===== config.mk =====
export PLATFORM = sky130hd
export DESIGN_NAME = avg_frame_ctrl
export DESIGN_NICKNAME = d
export VERILOG_FILES = /design/src/rtl/avg_frame_ctrl.sv
export SDC_FILE = /design/constraint.sdc
export NUM_CORES = 1
export LEC_CHECK = 0
export ABC_AREA = 1
export BUFFER_PORTS_ARGS = -buffer_cell sky130_fd_sc_hd__buf_2
export CORE_ASPECT_RATIO = 1.1
export CORE_UTILIZATION = 40
export DETAILED_ROUTE_END_ITERATION = 7
export SLEW_MARGIN = 0
export SYNTH_ARGS = -nofsm -noshare
export SYNTH_HDL_FRONTEND = slang
export SYNTH_SLANG_ARGS = --single-unit

===== constraint.sdc =====
create_clock -name clk -period 2 [get_ports clk]
set_input_delay 0.2 -clock clk [delete_from_list [all_inputs] [get_ports clk]]
set_output_delay 0.2 -clock clk [all_outputs]
set_load 0.01 [all_outputs]

===== src/rtl/avg_frame_ctrl.sv =====
`default_nettype none
// ============================================================================
// Module   : avg_frame_ctrl
// Purpose  : Frame sequencer: starts/stops avg_core, feeds the line drawer,
//            counts frames and guards a RUN phase with a watchdog.
// Revision : 1.0 - initial release
// ============================================================================
module avg_frame_ctrl #(
   parameter logic [15:0] WDOG_MAX = 16'd50000
) (
   input  logic       clk,
   input  logic       rst,
   input  logic       vggo,
   input  logic       vgrst,
   input  logic       core_halt,
   output logic       core_go,
   output logic       core_rst,
   input  logic       q_empty,
   output logic       q_read,
   output logic       q_flush,
   input  logic       draw_ready,
   input  logic       draw_idle,
   output logic       draw_valid,
   output logic       vg_halt,
   output logic [7:0] frame_cnt,
   output logic       wdog_err,
   output logic       go_ovr
);

   typedef enum logic [1:0] {
      S_IDLE  = 2'd0,
      S_START = 2'd1,
      S_RUN   = 2'd2,
      S_DRAIN = 2'd3
   } state_t;

   state_t      r_state;
   logic [15:0] r_wdog;
   logic        w_active;

   assign w_active   = (r_state != S_IDLE);
   assign draw_valid = w_active & ~q_empty;
   assign q_read     = draw_valid & draw_ready;

   always_ff @(posedge clk or posedge rst) begin
      if (rst) begin
         r_state   <= S_IDLE;
         r_wdog    <= 16'd0;
         core_go   <= 1'b0;
         core_rst  <= 1'b0;
         q_flush   <= 1'b0;
         vg_halt   <= 1'b1;
         frame_cnt <= 8'd0;
         wdog_err  <= 1'b0;
         go_ovr    <= 1'b0;
      end else begin
         core_rst <= 1'b0;
         q_flush  <= 1'b0;
         if (vgrst) begin
            // vgrst overrides everything, including a coincident vggo
            r_state  <= S_IDLE;
            r_wdog   <= 16'd0;
            core_go  <= 1'b0;
            core_rst <= 1'b1;
            q_flush  <= 1'b1;
            vg_halt  <= 1'b1;
            wdog_err <= 1'b0;
            go_ovr   <= 1'b0;
         end else begin
            if (vggo && w_active) begin
               go_ovr <= 1'b1;
            end
            case (r_state)
               S_IDLE: begin
                  if (vggo) begin
                     r_state  <= S_START;
                     r_wdog   <= 16'd0;
                     core_rst <= 1'b1;
                     vg_halt  <= 1'b0;
                     wdog_err <= 1'b0;
                     go_ovr   <= 1'b0;
                  end
               end
               S_START: begin
                  r_state <= S_RUN;
                  core_go <= 1'b1;
               end
               S_RUN: begin
                  // halt is checked first so a coincident limit is not an error
                  if (core_halt) begin
                     r_state <= S_DRAIN;
                     core_go <= 1'b0;
                  end else if (r_wdog == WDOG_MAX - 16'd1) begin
                     r_state  <= S_DRAIN;
                     core_go  <= 1'b0;
                     wdog_err <= 1'b1;
                  end else begin
                     r_wdog <= r_wdog + 16'd1;
                  end
               end
               S_DRAIN: begin
                  if (q_empty && draw_idle) begin
                     r_state   <= S_IDLE;
                     vg_halt   <= 1'b1;
                     frame_cnt <= frame_cnt + 8'd1;
                  end
               end
               default: begin
                  r_state <= S_IDLE;
                  core_go <= 1'b0;
                  vg_halt <= 1'b1;
               end
            endcase
         end
      end
   end

endmodule
`default_nettype wire


==> impl_metrics.json, run 1 <==
{
  "wl_per_cell_um": 11.5,
  "p_comb_share_pct": 30.1,
  "critical_path_buf_inv_count": 2,
  "cp.arrival_ns": 1.98,
  "p_switching_uw": 674,
  "grt_start_max_net_pins": 33,
  "syn_area_um2": 1890,
  "status": "finished, final reports clean",
  "fp-row-count": 25,
  "ys_seq_area_share_pct": 42.5,
  "synthesis.nets": 266,
  "grt_pass1_vias": 1564,
  "grt_pass1_wl_um": 6820,
  "path_cells": "inv_1, ha_1, inv_1, nor2_4, nand2_1, nand2_1, nor2_4, nand2_2, nand3_1, o21ai_1",
  "avgViaCountPerCell": 4.83,
  "ant_nets": 0,
  "hold_path.class": "primary input to register",
  "r2r_start": "r_state[0]",
  "clkTransAtPathRegs_ns": 0.07,
  "drive_gt1_share_pct": 14.8,
  "r2r_cells": 10,
  "cts-htree-levels": 2,
  "finalPower_mw": 1.82,
  "pwr-share-seq_pct": 42.3,
  "track_usage_pct": 18.2,
  "start_util_pct": 42.8,
  "switching_share_pct": 37.1,
  "critPathMaxStageDelay_ns": 0.40,
  "synth_cell_types": 24,
  "postPlaceCellArea_um2": 2080,
  "rsz0062_at_grt": "false",
  "worst_ep_required_time_ns": 2.18,
  "relSlewSlack_pct": 72.3,
  "max_cap_viol_count": 0,
  "die_x_um": 67.5,
  "yosysTopAreaCell": "dfrtp_1",
  "gr-total-overflow": 0,
  "synth-edff-count": 0,
  "nNetsFinal": 298,
  "max_clock_freq_mhz": 557,
  "dp_hpwl_um": 2800,
  "cts_tree": "yes",
  "critPathTopFamily": "simple AND/OR/NAND/NOR gates",
  "clock_sinks": 32,
  "nFillCells": 457,
  "die_h_um": 74.1,
  "cts_made_buffers": 5,
  "tightest_slew_ns": 0.415,
  "drv_slew": 0,
  "coreArea_um2": 4410,
  "skew_ns": 0.00905,
  "globalplace.congestion": 0.829,
  "ys_warn_count": 0,
  "crit_cells": 10,
  "yosys-top-cells-count": "nand2_1, nor2_1, dfrtp_1",
  "min_period_over_period_pct": 89.7,
  "antenna_found_initial": 0,
  "async_reset_ff_share_pct": 100,
  "drt_pre_antenna_iters": 4,
  "slowest_stage": "dfrtp_1",
  "cts_resized": 0,
  "crit_end": "r_wdog[6]",
  "crit_start": "r_state[0]",
  "intPower_mw": 1.14,
  "post_cts_buffers": 0,
  "vias": 1633,
  "portBuffers": 23,
  "yosysTopAreaCellShare_pct": 41.1,
  "critical_path.endpoint_type": "register",
  "r2r_end": "r_wdog[6]",
  "syn_inst": 251,
  "syn_avg_cell_area_um2": 7.52,
  "cts_max_path_buffers": 2,
  "synth.most_common_cell": "nand2_1",
  "wirelength_um": 3890,
  "critPathLaunchType": "register",
  "drc": 0,
  "first_iter_violations": 111,
  "power.density_nw_per_um2": 836,
  "clk-insertion-delay-late_ns": 0.29,
  "crit_fanout": 14,
  "rrSetupSlack_ns": 0.21,
  "synth-seq-cells": 32,
  "leakagePower_nw": 1.11,
  "fin_area_um2": 2170,
  "root_buffer": "clkbuf_8",
  "setup_tns_ns": 0,
  "path_class": "register to register",
  "synth_ff_type": "dfrtp_1",
  "diodes": 0,
  "finalCriticalPeriod_ns": 1.79,
  "finalSetupViolCount": 0,
  "postCtsHoldBufs": 1,
  "hold_viol": 0,
  "power_frac_clock_pct": 27.6,
  "synthTopCellsByArea": "dfrtp_1, nand2_1, nand3_1, nor2_1, ha_1",
  "io_pins": 24,
  "fp.dieArea_um2": 5000,
  "area_delta_synth_final_pct": 15.2,
  "ir_drop_uv": 549
}
## sequential cells by signal, summed over array words and instances, names as in the netlist
register	count
r_wdog	16
r_state	2
frame_cnt	8
q_flush	1
core_go	1
core_rst	1
vg_halt	1
go_ovr	1
wdog_err	1
## power by group through the flow
stage	registers, mW	logic [mW]	clock network [mW]
after CTS	0.769	0.561	0.519
after global routing	0.779	0.633	0.538
final	0.769	0.548	0.501
after detailed placement	0.779	0.557	0
after floorplan	0.792	0.397	0
after global placement	0.779	0.543	0
## how the worst min path moves through the flow
stage | to | from | cells after the start | slack [ns]
finish | q_flush | vgrst | 1 | 0.12
global route | q_flush | vgrst | 1 | 0.12
CTS | q_flush | vgrst | 1 | 0.12
detailed placement | frame_cnt[4] | rst | 3 | 0.32
global placement | frame_cnt[4] | rst | 3 | 0.32
floorplan | q_flush | vgrst | 0 | 0.23
## cell usage in the layout (no fill, tap or decap), drive strengths merged
master	Yosys	routed
nor2	40	40
inv	24	24
a31oi	1	1
nand2	78	78
nand3	31	31
dfrtp	31	31
nor3b	1	1
dfstp	1	1
o21ai	11	11
ha	7	7
clkbuf	0	5
nor3	1	1
nand3b	4	4
a21oi	1	1
xor2	9	9
buf	2	26
clkinv	0	3
nand4	3	3
xnor2	6	6
dlygate4sd3	0	1
## per-stage QoR
step                hold slack, ns  utilization [%]  setup WS [ns]  instances
CTS                          0.116             49.3          0.181        338
finish                       0.125             49.3          0.205        338
global placement             0.316             47.1          0.271        329
floorplan                    0.231                -          0.387        251
detailed placement           0.316             47.1          0.200        329
global route                 0.123             49.3         0.0237        338
## cells by family after synthesis
kind of cell,after synthesis,share of synthesized area [%]
simple gates,158,36.8
flops,32,42.5
buf+inv,26,5.63
xor+xnor,15,6.96
compound gates,13,3.51
fa+ha+maj,7,4.64
## per-layer routing
layer | wire [um] | track usage, % | part of all wire (%) | vias up
li1 | - | - | - | 856
met1 | 1920 | 23.9 | 49 | 746
met2 | 1780 | 28.4 | 46 | 25
met3 | 121 | 4.91 | 3.1 | 6
met4 | 68 | 7.09 | 1.7 | 0
met5 | 0 | 0 | 0 | -
## worst register-to-register path, stage by stage (launching register included)
cell and delay (ns):
dfrtp_1 0.40, inv_1 0.10, ha_1 0.23, inv_1 0.15
nor2_4 0.07, nand2_1 0.06, nand2_1 0.07, nor2_4 0.18
nand2_2 0.22, nand3_1 0.13, o21ai_1 0.06
## final cells by class
type                            count  area [um^2]  area share [%]
Tap cell                           54         67.6            3.11
Multi-Input combinational cell    193          980            45.1
Clock buffer                        5         68.8            3.16
Sequential cell                    32          802            36.9
Clock inverter                      3         18.8           0.863
Inverter                           24         90.1            4.14
Timing Repair Buffer               27          148            6.79
Power figures use the tool's default switching activity.
==> run 2: changes to the inputs <==
--- a/config.mk
+++ b/config.mk
@@ -7,7 +7,7 @@
 export LEC_CHECK = 0
 export ABC_AREA = 1
 export BUFFER_PORTS_ARGS = -buffer_cell sky130_fd_sc_hd__buf_2
-export CORE_ASPECT_RATIO = 1.1
+export CORE_ASPECT_RATIO = 1.75
 export CORE_UTILIZATION = 40
 export DETAILED_ROUTE_END_ITERATION = 7
 export SLEW_MARGIN = 0
==> run 2 against run 1 <==
Effect of this change: sequential cell count is the same; count of clock-buffer cells in the layout grew 1; clock skew shrank 0.0044 ns; design area grew 0.75%; critical path type unchanged; largest power group unchanged.
==> impl_metrics.json, run 2 (synthesis gave the netlist of run 1 again) <==
{
  "tightest_slew_ns": 0.410,
  "drv_slew": 0,
  "globalplace.congestion": 0.880,
  "critPathMaxStageDelay_ns": 0.39,
  "slowest_stage": "dfrtp_1",
  "multi_input_area_um2": 980,
  "seqCellArea_um2": 802,
  "die_x_um": 53.9,
  "rsz0062_at_grt": "false",
  "grt_pass1_vias": 1570,
  "setup_tns_ns": 0,
  "clkTransAtPathRegs_ns": 0.07,
  "portBuffers": 23,
  "ir_drop_uv": 650,
  "clock_sinks": 32,
  "drt_pre_antenna_iters": 4,
  "area_delta_synth_final_pct": 16.0,
  "grt_pass1_wl_um": 6840,
  "track_usage_pct": 19.0,
  "cp.arrival_ns": 1.95,
  "start_util_pct": 42.1,
  "first_iter_violations": 33,
  "critical_path.endpoint_type": "register",
  "wirelength_um": 4080,
  "post_cts_buffers": 0,
  "diodes": 0,
  "relSlewSlack_pct": 72.6,
  "finalSetupViolCount": 0,
  "drive_gt1_share_pct": 14.4,
  "largest_reg_flops": 16,
  "coreArea_um2": 4480,
  "nFillCells": 453,
  "stdcell_count": 335,
  "power.density_nw_per_um2": 881,
  "path_cells": "inv_1, ha_1, inv_1, nor2_4, nand2_1, nand2_1, nor2_4, nand2_2, nand3_1, o21ai_1",
  "grt_start_max_net_pins": 33,
  "path_class": "register to register",
  "max_cap_viol_count": 0,
  "avgViaCountPerCell": 5.03,
  "cts-htree-levels": 2,
  "critPathTopFamily": "simple AND/OR/NAND/NOR gates",
  "antenna_found_initial": 0,
  "cts_made_buffers": 5,
  "crit_fanout": 14,
  "hold_path.class": "primary input to register",
  "cts_tree": "yes",
  "gr-total-overflow": 0,
  "hold_viol": 0,
  "fp-row-count": 32,
  "cts_max_path_buffers": 2,
  "finalCriticalPeriod_ns": 1.77,
  "vias": 1685,
  "critical_path_buf_inv_count": 2,
  "dpl.cell_count": 326,
  "top_regs": "r_wdog x16, frame_cnt x8, r_state x2",
  "max_clock_freq_mhz": 564,
  "leakagePower_nw": 1.11,
  "wl_per_cell_um": 12.2,
  "regMostFlops": "r_wdog",
  "io_pins": 24,
  "clk-insertion-delay-late_ns": 0.29,
  "nNetsFinal": 298,
  "skew_ns": 0.00465,
  "cts_resized": 0,
  "min_period_over_period_pct": 88.6,
  "worst_ep_required_time_ns": 2.18,
  "ant_nets": 0,
  "die_h_um": 92.9,
  "status": "finished, final reports clean",
  "mostFrequentLayoutCells": "nand2_1, nor2_1, dfrtp_1",
  "root_buffer": "clkbuf_8",
  "fp.dieArea_um2": 5010,
  "drc": 0,
  "postCtsHoldBufs": 1,
  "layout_commonest_cell": "nand2_1",
  "critPathLaunchType": "register",
  "dp_hpwl_um": 3070
}
run 2: cell type report:
| cell class | count | share of cell area, % |
|---|---|---|
| Multi-Input combinational cell | 193 | 44.7 |
| Sequential cell | 32 | 36.6 |
| Timing Repair Buffer | 27 | 6.74 |
| Inverter | 24 | 4.11 |
| Clock buffer | 6 | 3.31 |
| Tap cell | 51 | 2.91 |
| Clock inverter | 2 | 1.60 |
run 2: layer usage:
metal / track usage [%] / up-vias / wire length (um)
met5: 0 / - / 0
met2: 32.1 / 51 / 2210
met4: 12.3 / 0 / 168
met3: 3.12 / 14 / 143
met1: 20.5 / 764 / 1560
li1: - / 856 / -
run 2: final timing paths:
check,from,endpoint,slack [ns],cells past startpoint
min,vgrst,q_flush,0.13,1
max reg2reg,r_state[0],r_wdog[8],0.23,10
max,r_state[0],r_wdog[8],0.23,10
min in group asynchronous,rst,r_wdog[2],0.53,4
max in group asynchronous,rst,vg_halt,1.14,4
min reg2reg,core_go,core_go,0.47,2
run 2: where the power goes:
part | leakage, nW | internal (mW) | total [mW] | switching (mW)
clock network | 0.0552 | 0.370 | 0.625 | 0.255
logic | 0.637 | 0.186 | 0.538 | 0.352
registers | 0.423 | 0.714 | 0.767 | 0.0527
run 2: metrics by stage:
step / cell area (um^2) / worst slack, ns / hold slack, ns / power (mW) / utilization [%]
final: 2190 / 0.227 / 0.132 / 1.93 / 48.9
after global routing: 2190 / 0.0134 / 0.124 / 2.05 / 48.9
after CTS: 2190 / 0.214 / 0.117 / 1.96 / 48.9
after detailed placement: 2070 / 0.231 / 0.312 / 1.33 / 46.2
after global placement: 2070 / 0.275 / 0.307 / 1.32 / 46.2
after floorplan: 1890 / 0.387 / 0.231 / 1.19 / -
